## config.mk

```make
export PLATFORM = sky130hd
export DESIGN_NAME = epd_timing_monitor
export DESIGN_NICKNAME = d
export VERILOG_FILES = /design/src/rtl/epd_timing_monitor.sv
export SDC_FILE = /design/constraint.sdc
export NUM_CORES = 1
export LEC_CHECK = 0
export BUFFER_PORTS_ARGS = -buffer_cell sky130_fd_sc_hd__clkbuf_2
export CORE_AREA = 2 2 100 102
export DETAILED_ROUTE_END_ITERATION = 8
export DIE_AREA = 0 0 102 104
export PLACE_DENSITY = 0.56
export SLEW_MARGIN = 20
export SYNTH_ARGS = -nofsm -noshare
export SYNTH_HDL_FRONTEND = slang
export SYNTH_SLANG_ARGS = --single-unit
```

## constraint.sdc

```tcl
create_clock -name clk_25m -period 5.37 [get_ports clk_25m]
set_clock_uncertainty 0.2 [all_clocks]
set_input_delay 0.8055 -clock clk_25m [delete_from_list [all_inputs] [get_ports clk_25m]]
set_output_delay 0.8055 -clock clk_25m [all_outputs]
set_load 0.02 [all_outputs]
```

## src/rtl/epd_timing_monitor.sv

```systemverilog
// Receive-side EPD panel timing checker: rebuilds frame/line structure and reports counts and sticky errors per frame.
// Define EPD_MON_WIDTH_CHECK_EN to compile in the XSTL/XLE pulse-width checks that drive err_width.
module epd_timing_monitor #(
  parameter int High     = 825,
  parameter int EXP_SKV  = 829,
  parameter int LINE_T   = 344,
  parameter int XSTL_LOW = 2,
  parameter int XLE_HIGH = 4
) (
  input  logic        clk_25m,
  input  logic        rst,
  input  logic        SPV,
  input  logic        SKV,
  input  logic        XSTL,
  input  logic        XLE,
  output logic        busy,
  output logic        frame_done,
  output logic [11:0] skv_cnt,
  output logic [11:0] xstl_cnt,
  output logic [11:0] xle_cnt,
  output logic [8:0]  line_period,
  output logic        err_period,
  output logic        err_width,
  output logic        err_count
);

  if (XSTL_LOW < 1 || XSTL_LOW > 255 || XLE_HIGH < 1 || XLE_HIGH > 255 ||
      LINE_T < 1 || 2 * LINE_T > 1023 || High > 4095 || EXP_SKV > 4095) begin : g_param_chk
    $error("epd_timing_monitor: parameter out of supported range");
  end

  function automatic logic [11:0] sat_inc12(input logic [11:0] v);
    return (v == 12'hFFF) ? v : v + 12'd1;
  endfunction

  function automatic logic [9:0] sat_inc10(input logic [9:0] v);
    return (v == 10'h3FF) ? v : v + 10'd1;
  endfunction

  function automatic logic [8:0] clip9(input logic [9:0] v);
    return (v > 10'd511) ? 9'd511 : v[8:0];
  endfunction

  typedef enum logic [1:0] {IDLE, ARMED, SCAN, DONE} state_t;

  state_t      state_q, state_d;
  logic        abort_q, abort_now;
  logic        frame_clr, count_en, to_done;
  logic [3:0]  pin_s1, pin_s2;
  logic [9:0]  ivl_cnt, ivl_d;
  logic [11:0] skv_d, xstl_d, xle_d;
  logic [8:0]  lp_d;
  logic        ep_d;
  logic        xstl_open, xstl_open_d, xle_open, xle_open_d;
  logic        spv_rise, spv_fall, skv_rise, xstl_rise, xstl_fall, xle_rise, xle_fall;

  // s1/s2 edge-detect stage, packed as {SPV, SKV, XSTL, XLE}
  assign spv_rise  =  pin_s1[3] & ~pin_s2[3];
  assign spv_fall  = ~pin_s1[3] &  pin_s2[3];
  assign skv_rise  =  pin_s1[2] & ~pin_s2[2];
  assign xstl_rise =  pin_s1[1] & ~pin_s2[1];
  assign xstl_fall = ~pin_s1[1] &  pin_s2[1];
  assign xle_rise  =  pin_s1[0] & ~pin_s2[0];
  assign xle_fall  = ~pin_s1[0] &  pin_s2[0];

  assign busy       = (state_q == ARMED) || (state_q == SCAN);
  assign frame_done = (state_q == DONE);

  always_comb begin
    state_d   = state_q;
    frame_clr = 1'b0;
    count_en  = 1'b0;
    to_done   = 1'b0;
    abort_now = 1'b0;
    case (state_q)
      IDLE: begin
        if (spv_fall) begin
          state_d   = ARMED;
          frame_clr = 1'b1;
        end
      end
      ARMED: begin
        count_en = 1'b1;
        if (spv_rise) state_d = SCAN;
      end
      SCAN: begin
        count_en = 1'b1;
        if (spv_fall) begin
          state_d   = DONE;
          to_done   = 1'b1;
          abort_now = 1'b1;
        end else if (!skv_rise && ivl_cnt >= 10'(2 * LINE_T)) begin
          // an SKV rise in the same cycle as the timeout keeps the frame alive
          state_d = DONE;
          to_done = 1'b1;
        end
      end
      DONE: begin
        if (abort_q) begin
          state_d   = ARMED;
          frame_clr = 1'b1;
        end else begin
          state_d = IDLE;
        end
      end
      default: state_d = IDLE;
    endcase
  end

  always_comb begin
    skv_d       = skv_cnt;
    xstl_d      = xstl_cnt;
    xle_d       = xle_cnt;
    ivl_d       = ivl_cnt;
    lp_d        = line_period;
    ep_d        = err_period;
    xstl_open_d = xstl_open;
    xle_open_d  = xle_open;
    if (frame_clr) begin
      skv_d       = '0;
      xstl_d      = '0;
      xle_d       = '0;
      ivl_d       = '0;
      lp_d        = '0;
      ep_d        = 1'b0;
      xstl_open_d = 1'b0;
      xle_open_d  = 1'b0;
    end else if (count_en) begin
      ivl_d = sat_inc10(ivl_cnt);
      if (skv_rise) begin
        skv_d = sat_inc12(skv_cnt);
        ivl_d = 10'd1;
        lp_d  = clip9(ivl_cnt);
        if (skv_cnt != '0 && ivl_cnt != 10'(LINE_T)) ep_d = 1'b1;
      end
      // a pulse is counted only when it both opened and closed inside the frame
      if (xstl_fall) begin
        xstl_open_d = 1'b1;
      end else if (xstl_rise && xstl_open) begin
        xstl_open_d = 1'b0;
        xstl_d      = sat_inc12(xstl_cnt);
      end
      if (xle_rise) begin
        xle_open_d = 1'b1;
      end else if (xle_fall && xle_open) begin
        xle_open_d = 1'b0;
        xle_d      = sat_inc12(xle_cnt);
      end
    end
  end

  // frame counter / status register stage
  always_ff @(posedge clk_25m) begin
    if (rst) begin
      state_q     <= IDLE;
      abort_q     <= 1'b0;
      pin_s1      <= '0;
      pin_s2      <= '0;
      skv_cnt     <= '0;
      xstl_cnt    <= '0;
      xle_cnt     <= '0;
      ivl_cnt     <= '0;
      line_period <= '0;
      err_period  <= 1'b0;
      err_count   <= 1'b0;
      xstl_open   <= 1'b0;
      xle_open    <= 1'b0;
    end else begin
      state_q     <= state_d;
      abort_q     <= abort_now;
      pin_s1      <= {SPV, SKV, XSTL, XLE};
      pin_s2      <= pin_s1;
      skv_cnt     <= skv_d;
      xstl_cnt    <= xstl_d;
      xle_cnt     <= xle_d;
      ivl_cnt     <= ivl_d;
      line_period <= lp_d;
      err_period  <= ep_d;
      xstl_open   <= xstl_open_d;
      xle_open    <= xle_open_d;
      if (frame_clr)
        err_count <= 1'b0;
      else if (to_done)
        err_count <= abort_now | (skv_d != 12'(EXP_SKV)) |
                     (xstl_d != 12'(High)) | (xle_d != 12'(High));
    end
  end

`ifdef EPD_MON_WIDTH_CHECK_EN
  function automatic logic [7:0] sat_inc8(input logic [7:0] v);
    return (v == 8'hFF) ? v : v + 8'd1;
  endfunction

  logic [7:0] xstl_w, xstl_w_d, xle_w, xle_w_d;
  logic       ew_d;

  always_comb begin
    xstl_w_d = xstl_w;
    xle_w_d  = xle_w;
    ew_d     = err_width;
    if (frame_clr) begin
      xstl_w_d = '0;
      xle_w_d  = '0;
      ew_d     = 1'b0;
    end else if (count_en) begin
      if (xstl_fall) begin
        xstl_w_d = 8'd1;
      end else if (xstl_open) begin
        if (xstl_rise) begin
          if (xstl_w != 8'(XSTL_LOW)) ew_d = 1'b1;
        end else begin
          xstl_w_d = sat_inc8(xstl_w);
        end
      end
      if (xle_rise) begin
        xle_w_d = 8'd1;
      end else if (xle_open) begin
        if (xle_fall) begin
          if (xle_w != 8'(XLE_HIGH)) ew_d = 1'b1;
        end else begin
          xle_w_d = sat_inc8(xle_w);
        end
      end
    end
  end

  // pulse-width register stage
  always_ff @(posedge clk_25m) begin
    if (rst) begin
      xstl_w    <= '0;
      xle_w     <= '0;
      err_width <= 1'b0;
    end else begin
      xstl_w    <= xstl_w_d;
      xle_w     <= xle_w_d;
      err_width <= ew_d;
    end
  end
`else
  assign err_width = 1'b0;
`endif

endmodule
```

# Word-level counts from Yosys, hierarchy flattened
# Cells that the tools add are included.
[classes] n_addsub=4 n_lt_le_gt_ge=2 n_eq_ne=15 muxes=35 bitwise_logic=17 reduce_logical=18
[ops] cell="2-to-1 mux 12 bit" count=14
[ops] cell="adder 12 x 1 -> 12 bit (second input constant)" count=3
[ops] cell="== test 12 bit (second input constant)" count=3
[ops] cell="inequality test 12 x 10 -> 1 bit (second input constant)" count=3
[ops] cell="2-to-1 mux 10 bit" count=2
[ops] cell="2-to-1 mux 1 bit" count=12
[ops] cell="nonzero test 12 bit" count=1
[ops] cell="adder 10 x 1 -> 10 bit (second input constant)" count=1
[ops] cell="== test 10 bit (second input constant)" count=1
[ops] cell="greater-or-equal comparator 10 bit (second input constant)" count=1
[ops] cell="> comparator 10 x 9 -> 1 bit (second input constant)" count=1
[ops] cell="inequality test 10 x 9 -> 1 bit (second input constant)" count=1
[ops] cell="2-to-1 mux 9 bit" count=1
[ops] cell="2-to-1 mux 2 bit" count=4
[ops] cell="case mux 2 bit (4 select lines)" count=1
[ops] cell="AND reduction 2 bit" count=4
[ops] cell="AND 1 bit" count=7
[ops] cell="NOT 1 bit" count=7
[ops] cell="inequality test 2 bit (second input constant)" count=3
[ops] cell="AND reduction 3 bit" count=2
[ops] cell="== test 2 bit (second input constant)" count=2
[ops] cell="logical AND 1 bit" count=4
[ops] cell="nonzero test 2 bit" count=2
[ops] cell="OR reduction 2 bit" count=2
[ops] cell="other kinds (7)" count=9
[totals] regBits=70 inputBits=6 output_inout_bits=50 wordCells=104

# Longest topological paths before layout
# Gate-level depths: netlist (run 1).
[depth] word_depth=10 mapped_depth=11 mapped_depth_nobuf=10

# Least setup slack after synthesis (run 1)
# OpenSTA, ideal clock, no wires.
[synth_timing] kind="flip-flop to flip-flop" start="register state_q[1]" end="register err_count" arrival_ns=2.431 t_required_ns=5.036 setup_slack_ns=2.605 path_stages_with_launch=10 n_path_buf=0 synth_period_minus_slack_ns=2.765 path_cell_list="dfxtp_1 -> inv_1 -> ha_1 -> nand4b_4 -> nor4_2 -> a41o_1 -> nand3b_1 -> a211o_1 -> nor4_2 -> a221oi_1"
[synth_between] elab_chain_cells=9 elab_cells_between_ends=22
[synth_lines] item="start, declared" line="46" text="state_t state_q, state_d;"
[synth_lines] item="start signal, assigned" line="169" text="state_q <= state_d;"
[synth_lines] item="== test 2 x 1 -> 1 bit or == test 2 bit (tied branches)" line="75" text="case (state_q)"
[synth_lines] item="OR reduction 2 bit (no source line)"
[synth_lines] item="2-to-1 mux 1 bit" line="75"
[synth_lines] item="2-to-1 mux 12 bit" line="128" text="end else if (count_en) begin"
[synth_lines] item="2-to-1 mux 12 bit" line="119" text="if (frame_clr) begin"
[synth_lines] item="inequality test 12 x 10 -> 1 bit" line="184" text="err_count <= abort_now | (skv_d != 12'(EXP_SKV)) |"
[synth_lines] item="OR 1 bit (2 in a row)" line="184"
[synth_lines] item="OR 1 bit" line="185" text="(xstl_d != 12'(High)) | (xle_d != 12'(High));"
[synth_lines] item="end signal, assigned" line="184"
[synth_lines] item="end, declared" line="24" text="output logic err_count"
# Several ways; a longest one is shown, not always the timed one.
# A chain may end at the register's enable or synchronous reset.

# Worst setup path in the final report (run 1)
# Ends and elaborated chain as after synthesis.

==> run_results.csv, run 1 <==
group,metric,value,unit
finish,antennaDiodeCount,0,
yosys,ys_types,60,
floorplan,rows,36,
sta,hold_viol_final,0,
global_route,grt_pass1_vias,3057,
global_route,grt-ovfl-total,0,
setup_path,reg2reg_to,"err_count",
min_path,hold_class,"reg2reg",
power,finalPower,1.22,mW
yosys,ys.flop_type,"dfxtp_1",
yosys,synth_edf_count,0,
detailed_routing,drtIter0Drc,118,
clock_tree,clock_path_buffers,2,
clock_tree,cts-root-buf,"clkbuf_8",
power,ir_drop,0.000160,V
clock_tree,cts_buffers,9,
sta,relSlewSlack,0.407,
min_path,min_path_cells,2,
yosys,yosys_warnings,0,
detailed_routing,vias,3327,
yosys,ys_ff_latch,70,
clock_tree,cts-resized-gates,0,
job,max_cap_viol_count,0,
place,gp_congestion,0.849,
setup_path,crit_arrival,3.55,ns
floorplan,core,9550,µm²
finish,fill_cells,1015,
setup_path,critPathMaxFanout,20,
clock_tree,insertion_delay,0.35,ns
clock_tree,postCtsHoldBufs,0,
finish,area_growth,14.4,%
yosys,ys_top_cells_by_area,"dfxtp_1 38%, nor2_1 7.2%, ha_1 3.7%",
floorplan,top_level_ports,56,
sta,totalNegativeSetupSlack,0,ns
setup_path,end_kind,"register",
clock_tree,htree_levels,3,
clock_tree,clk_pin_slew,0.08,ns
power,power.leakage,1.64,nW
sta,max_freq,280,MHz
global_route,grt_pass1_wl,15200,µm
clock_tree,cts.sink_count,70,
place,port-buffer-count,54,
power,clockPowerShare,0.320,
floorplan,die_height,104,µm
sta,post-route-min-period,3.57,ns
global_route,track_usage,0.178,
clock_tree,cts_tree,"built",
power,p_per_area,288,nW/µm²
setup_path,criticalPathCategory,"reg2reg",
floorplan,fp.dieArea,10600,µm²
setup_path,cp.required,5.36,ns
detailed_routing,antenna_left,0,
global_route,grt_max_degree,45,
yosys,synthCells,446,
global_route,grt_antenna_before_repair,0,
power,p_int,0.810,mW
setup_path,r2r_start,"state_q[1]",
detailed_routing,routed_wirelength,9170,µm
finish,final_util,0.442,
floorplan,initial_core_util,0.387,
sta,tightestPinTransition,0.890,ns
outcome,status,"finished clean",
min_path,whs_endpoint,"err_period",
yosys,ys_async_sr_fraction,0,
yosys,yosys.area.top_type,"dfxtp_1",
yosys,avgSynthCellArea,8.28,µm²
clock_tree,post-cts-setup-buffers,0,
sta,finalCritPeriodShare,0.664,
detailed_routing,vias_per_cell,5.27,
sta,worst_hold_slack,0.277,ns
power,combPwrFrac,0.205,
yosys,yosys.area.top_type_share,0.380,
setup_path,reg2reg_depth,9,
detailed_routing,drc,0,
yosys,syn_nets,463,
yosys,seq_area_frac_synth,0.380,
detailed_routing,drt-pass1-iter-count,5,
power,netSwitchingFraction,0.334,
sta,rsz0062_at_grt,"no",
min_path,min_from,"err_period",
power,switching_power,0.406,mW
place,post-dp-hpwl,6650,µm
sta,setup_viol,0,
yosys,synth_common_cells,"71 x nor2_1, 70 x dfxtp_1, 33 x nand2_1",
yosys,synth_area,3690,µm²
setup_path,regToRegSetupSlack,1.80,ns
finish,fin_nets,510,
power,seqPwrFrac,0.476,
detailed_routing,wl_per_cell,14.5,µm
setup_path,start_kind,"register",
finish,drive_gt1_frac,0.167,
setup_path,critPathLaunch,"state_q[1]",
floorplan,die_x,102,µm
yosys,yosysMostFrequentCell,"nor2_1",
sta,slew_violations,0,
==> worst max path at each step <==
stage	end	slack, ns	cells after the start
2_1_floorplan	err_count	2.61	9
5_1_grt	err_count	1.42	9
6_report	err_count	1.80	9
3_3_place_gp	err_count	1.93	9
4_1_cts	err_count	1.78	9
3_5_place_dp	err_count	1.82	9
==> cells in the final DEF (no fill, tap or decap), types with 2 or more instances in the layout <==
cell type,netlist,final
or2_2,3,3
inv_1,15,15
a211oi_1,2,2
nor4_2,4,4
a41oi_1,2,2
o21ai_0,14,14
clkinv_4,0,2
nand4b_1,4,4
and2_1,7,7
and3_1,10,10
nor4_1,8,8
clkinv_2,0,2
a211o_1,2,2
xor2_1,14,14
nor2_1,71,71
nand3b_1,4,4
and4_1,4,4
nand4_1,13,13
a31oi_1,3,3
nor3b_1,2,2
nor2b_1,10,10
ha_1,11,11
nand3_1,17,17
or3_1,3,3
xnor2_1,11,11
mux2i_1,9,9
a221oi_1,2,2
nand2b_1,8,8
a21oi_1,20,20
nand2_1,33,33
dfxtp_1,70,70
nor3_1,23,23
clkbuf_8,0,10
clkbuf_2,0,54
and4b_1,2,2
nand4b_4,2,2
==> metrics by stage <==
step	cells	worst slack, ns	instance area, µm²
detailed placement	615	1.82	4050
global placement	615	1.93	4050
global route	631	1.42	4230
floorplan	446	2.61	3690
CTS	631	1.78	4230
finish	631	1.80	4230
==> metal layers <==
metal  global-route usage  vias up  routed length (µm)
li1                     -     1682                   -
met1                0.246     1540                4420
met2                0.277       90                4150
met3               0.0336       15                 446
met4               0.0619        0                 153
met5                    0        -                   0
==> kinds of logic after synthesis <==
group	share of synthesized area
flops	0.380
fa+ha+maj	0.0373
other cells	0.00102
compound gates	0.114
simple gates	0.348
xor+xnor	0.0593
buf+inv	0.0369
mux	0.0244
==> power by group through the flow <==
stage                     Sequential (mW)  Combinational, mW  Clock, mW
after global routing                0.584              0.282      0.428
after floorplan                     0.597              0.180          0
after CTS                           0.579              0.251      0.400
after detailed placement            0.590              0.248          0
final                               0.579              0.249      0.389
after global placement              0.589              0.242          0
==> cell type report <==
cell class,instances,area (µm²),area share
Clock buffer,11,141,0.0335
Multi-Input combinational cell,343,2150,0.510
Timing Repair Buffer,54,270,0.0640
Clock inverter,5,35.0,0.00829
Tap cell,133,166,0.0394
Sequential cell,70,1400,0.332
Inverter,15,56.3,0.0133
==> flip-flops by register name (all words and copies together) (netlist names) <==
signal	cells
pin_s1	4
xstl_open	1
xle_open	1
xle_cnt	12
pin_s2	4
state_q	2
skv_cnt	12
xstl_cnt	12
err_count	1
abort_q	1
line_period	9
ivl_cnt	10
err_period	1
==> worst max-delay path: stages (launching register included) <==
cell and delay, ns:
dfxtp_1 0.41, inv_1 0.10, ha_1 0.65, and3b_1 0.68, nand2_1 0.24, or3_1 0.41
a2111oi_2 0.31, nand4_1 0.15, nor4_2 0.14, a221oi_1 0.10
Power figures use the tool's default switching activity.
==> inputs of run 2 (changes only) <==
Clock period 5.37 ns to 3.5 ns, I/O delays scaled along.
==> run 2 against run 1 <==
Clock power up 88%. Global-route usage up 0.47 points. Highest routed layer unchanged. Routed wire length up 2.6%. Clock-buffer cell count down 1. Worst setup slack worse by 1.4 ns. Non-clock buffer count up 4. Largest cell class unchanged. Utilization up 0.69 points. Flip-flop and latch count unchanged.
==> run_results.csv, run 2 (synthesis results as in run 1) <==
group,metric,value,unit
detailed_routing,routed_wirelength,9410,µm
finish,antennaDiodeCount,0,
clock_tree,cts-resized-gates,0,
setup_path,critPathMaxFanout,11,
detailed_routing,vias_per_cell,5.23,
power,p_per_area,472,nW/µm²
detailed_routing,drtIter0Drc,114,
detailed_routing,wl_per_cell,14.9,µm
setup_path,cp.required,3.49,ns
global_route,grt_pass1_vias,3035,
clock_tree,postCtsHoldBufs,0,
sta,max_freq,327,MHz
clock_tree,cts.sink_count,70,
setup_path,critical_path.slowest_cell,"ha_2",
detailed_routing,antenna_left,0,
sta,totalNegativeSetupSlack,0,ns
clock_tree,clock_path_buffers,2,
setup_path,crit_chain,"inv_1, ha_2, and3b_1, and3_1, nand3_1, xor2_1, nand3b_1, a211o_1, nor4_2, a221oi_1",
clock_tree,insertion_delay,0.35,ns
finish,final_cell_mix,"71 x nor2_1, 70 x dfxtp_1, 54 x clkbuf_2",
floorplan,top_level_ports,56,
detailed_routing,drt-pass1-iter-count,4,
floorplan,core,9550,µm²
global_route,grt_pass1_wl,15500,µm
clock_tree,post-cts-setup-buffers,0,
setup_path,end_kind,"register",
sta,post-route-min-period,3.06,ns
outcome,status,"finished clean",
setup_path,slowest_delay,0.50,ns
power,finalPower,2.03,mW
power,power.leakage,1.68,nW
sta,tightestPinTransition,0.741,ns
sta,rsz0062_at_grt,"no",
setup_path,criticalPathCategory,"reg2reg",
place,port-buffer-count,54,
finish,layout_commonest_cell,"nor2_1",
finish,final_util,0.449,
finish,fin_area,4290,µm²
sta,setup_viol,0,
clock_tree,cts_buffers,9,
finish,reg_top3,"skv_cnt: 12 flops, xle_cnt: 12 flops, xstl_cnt: 12 flops",
place,gp_congestion,0.847,
place,dpl_cell_area,4080,µm²
setup_path,start_kind,"register",
floorplan,initial_core_util,0.387,
finish,fin_nets,514,
global_route,grt-ovfl-total,0,
clock_tree,clk_pin_slew,0.08,ns
setup_path,crit_arrival,3.05,ns
finish,drive_gt1_frac,0.174,
sta,finalCritPeriodShare,0.875,
floorplan,rows,36,
sta,slew_violations,0,
power,ir_drop,0.000231,V
sta,hold_viol_final,0,
clock_tree,cts_tree,"built",
job,max_cap_viol_count,0,
clock_tree,htree_levels,3,
floorplan,die_height,104,µm
finish,area_growth,16.2,%
min_path,hold_class,"in2reg",
floorplan,die_x,102,µm
global_route,grt_antenna_before_repair,0,
detailed_routing,drc,0,
place,post-dp-hpwl,6850,µm
sta,worst_hold_slack,0.175,ns
global_route,track_usage,0.183,
floorplan,fp.dieArea,10600,µm²
clock_tree,cts-root-buf,"clkbuf_8",
detailed_routing,vias,3313,
sta,relSlewSlack,0.501,
global_route,grt_max_degree,36,
[run 2: path summary, 6_finish.rpt]
kind                   start          to  slack [ns]  depth (start not counted)
setup / recovery  state_q[1]   err_count        0.44                         10
hold / removal           SPV   pin_s1[3]        0.18                          2
setup reg to reg  state_q[1]   err_count        0.44                         10
hold reg to reg   err_period  err_period        0.28                          2
[run 2: power by group]
| group | switching [mW] | leakage, nW | internal (mW) |
|---|---|---|---|
| Combinational | 0.264 | 1.01 | 0.145 |
| Sequential | 0.0457 | 0.566 | 0.841 |
| Clock | 0.319 | 0.104 | 0.412 |
| Total | 0.628 | 1.68 | 1.40 |
[run 2: critical path: cells and delay by family, from the launching register on]
| family | cells | cell delay [ns] |
|---|---|---|
| flops | 1 | 0.41 |
| simple gates | 5 | 1.13 |
| compound gates | 2 | 0.39 |
| buf+inv | 1 | 0.11 |
| xor+xnor | 1 | 0.16 |
| fa+ha+maj | 1 | 0.50 |
[run 2: cell type report]
cell class                 count  area [µm²]
clock inverter                 4        72.6
fill                        1015        5260
sequential                    70        1400
multi-input combinational    343        2160
tap                          133         166
timing repair buffer          58         300
clock buffer                  10         138
inverter                      15        56.3
[run 2: metrics by stage]
stage / instances / worst slack [ns]
finish: 633 / 0.438
global route: 633 / 0.107
CTS: 633 / 0.311
detailed placement: 619 / 0.357
global placement: 619 / 0.463
floorplan: 446 / 0.735
[run 2: metal layers]
| metal | share of wire | global-route usage |
|---|---|---|
| met1 | 0.49 | 0.253 |
| met2 | 0.46 | 0.286 |
| met3 | 0.034 | 0.0323 |
| met4 | 0.014 | 0.0629 |
| met5 | 0 | 0 |
==> inputs of run 3 (changes only) <==
Settings changed: CORE_AREA 2 2 100 102 to 2 2 90 92, DIE_AREA 0 0 102 104 to 0 0 92 94, HOLD_SLACK_MARGIN set to 0.05, PLACE_DENSITY 0.56 to 0.67.
==> run 3 against run 2 <==
Via count is 0.69% higher. Cell count is 4.6% lower. Fmax is 2.5% lower. Largest power group unchanged.
==> run_results.csv, run 3 (synthesis results as in run 1) <==
group,metric,value,unit
outcome,status,"finished clean",
setup_path,crit_arrival,3.16,ns
global_route,grt_pass1_vias,3085,
sta,setup_viol,0,
detailed_routing,vias_per_cell,5.52,
finish,fill_cells,723,
finish,layout_commonest_cell,"nor2_1",
setup_path,cp.depth,9,
setup_path,critPathLaunch,"state_q[1]",
min_path,min_from,"SPV",
clock_tree,htree_levels,3,
floorplan,fp.dieArea,8650,µm²
clock_tree,cts-root-buf,"clkbuf_8",
floorplan,rows,32,
job,max_cap_viol_count,0,
clock_tree,cts-resized-gates,0,
global_route,track_usage,0.215,
setup_path,reg2reg_depth,9,
setup_path,cp_top_family,"simple AND/OR/NAND/NOR gates",
setup_path,cp.required,3.52,ns
finish,reg_top3,"skv_cnt: 12 flops, xle_cnt: 12 flops, xstl_cnt: 12 flops",
sta,totalNegativeSetupSlack,0,ns
finish,fin_nets,514,
clock_tree,cts_buffers,9,
detailed_routing,drtIter0Drc,125,
global_route,grt_max_degree,29,
place,gp_congestion,0.922,
finish,antennaDiodeCount,0,
detailed_routing,drc,0,
power,power.leakage,1.69,nW
clock_tree,clk_pin_slew,0.08,ns
min_path,min_path_cells,2,
power,ir_drop,0.000321,V
clock_tree,clock_path_buffers,2,
setup_path,r2r_start,"state_q[1]",
place,post-dp-hpwl,6480,µm
finish,final_cell_mix,"71 x nor2_1, 70 x dfxtp_1, 54 x clkbuf_2",
setup_path,slowest_delay,0.57,ns
sta,hold_viol_final,0,
finish,drive_gt1_frac,0.171,
detailed_routing,wl_per_cell,14.7,µm
setup_path,criticalPathCategory,"reg2reg",
detailed_routing,drt-pass1-iter-count,4,
clock_tree,insertion_delay,0.35,ns
floorplan,die_height,94,µm
global_route,grt-ovfl-total,0,
detailed_routing,routed_wirelength,8860,µm
setup_path,critical_path.slowest_cell,"ha_1",
min_path,hold_class,"in2reg",
power,p_per_area,474,nW/µm²
sta,finalCritPeriodShare,0.897,
sta,post-route-min-period,3.14,ns
clock_tree,cts.sink_count,70,
finish,area_growth,15.6,%
floorplan,initial_core_util,0.485,
sta,max_freq,318,MHz
sta,slew_violations,0,
floorplan,top_level_ports,56,
clock_tree,post-cts-setup-buffers,0,
global_route,grt_antenna_before_repair,0,
setup_path,end_kind,"register",
global_route,grt_pass1_wl,14800,µm
floorplan,die_x,92,µm
sta,tightestPinTransition,0.656,ns
finish,multi_input_area,2150,µm²
clock_tree,cts_tree,"built",
finish,final_util,0.561,
detailed_routing,vias,3336,
clock_tree,postCtsHoldBufs,0,
setup_path,start_kind,"register",
detailed_routing,antenna_left,0,
floorplan,core,7610,µm²
sta,rsz0062_at_grt,"no",
setup_path,worst-path-buf-inv,1,
finish,seq_area,1400,µm²
sta,relSlewSlack,0.559,
place,port-buffer-count,54,
setup_path,critPathMaxFanout,11,
setup_path,crit_chain,"inv_1, ha_1, and3b_1, nand2_1, or3_1, a2111oi_2, nand4_1, nor4_2, a221oi_1",
## run 3: cell type report
class,instances,share of cell area
well taps,102,0.0299
inverters,15,0.0132
flip-flops and latches,70,0.328
repair buffers,58,0.0733
clock buffers,12,0.0340
multi-input cells,343,0.505
clock inverters,4,0.0164
## run 3: worst paths after layout
kind / slack, ns / end
max: 0.36 / err_count
min: 0.18 / pin_s1[3]
max reg2reg: 0.36 / err_count
min reg2reg: 0.30 / err_period
## run 3: per-layer routing
layer / global-route usage / share of wire
met1: 0.279 / 0.47
met3: 0.0449 / 0.052
met5: 0 / 0
met4: 0.0759 / 0.017
met2: 0.355 / 0.46
## run 3: power by group
| group | total, mW | switching [mW] | internal (mW) |
|---|---|---|---|
| combinational | 0.408 | 0.263 | 0.145 |
| sequential | 0.886 | 0.0446 | 0.841 |
| clock | 0.732 | 0.312 | 0.419 |
| total | 2.02 | 0.620 | 1.41 |
## run 3: metrics by stage
step	cell area, µm²	hold WS (ns)	power (mW)	worst slack (ns)	instances
after floorplan	3690	0.261	1.19	0.735	446
final	4270	0.181	2.02	0.359	604
after CTS	4270	0.181	2.03	0.347	604
after detailed placement	4050	0.260	1.31	0.379	588
after global placement	4050	0.255	1.30	0.518	588
after global routing	4270	0.183	2.13	0.0582	604
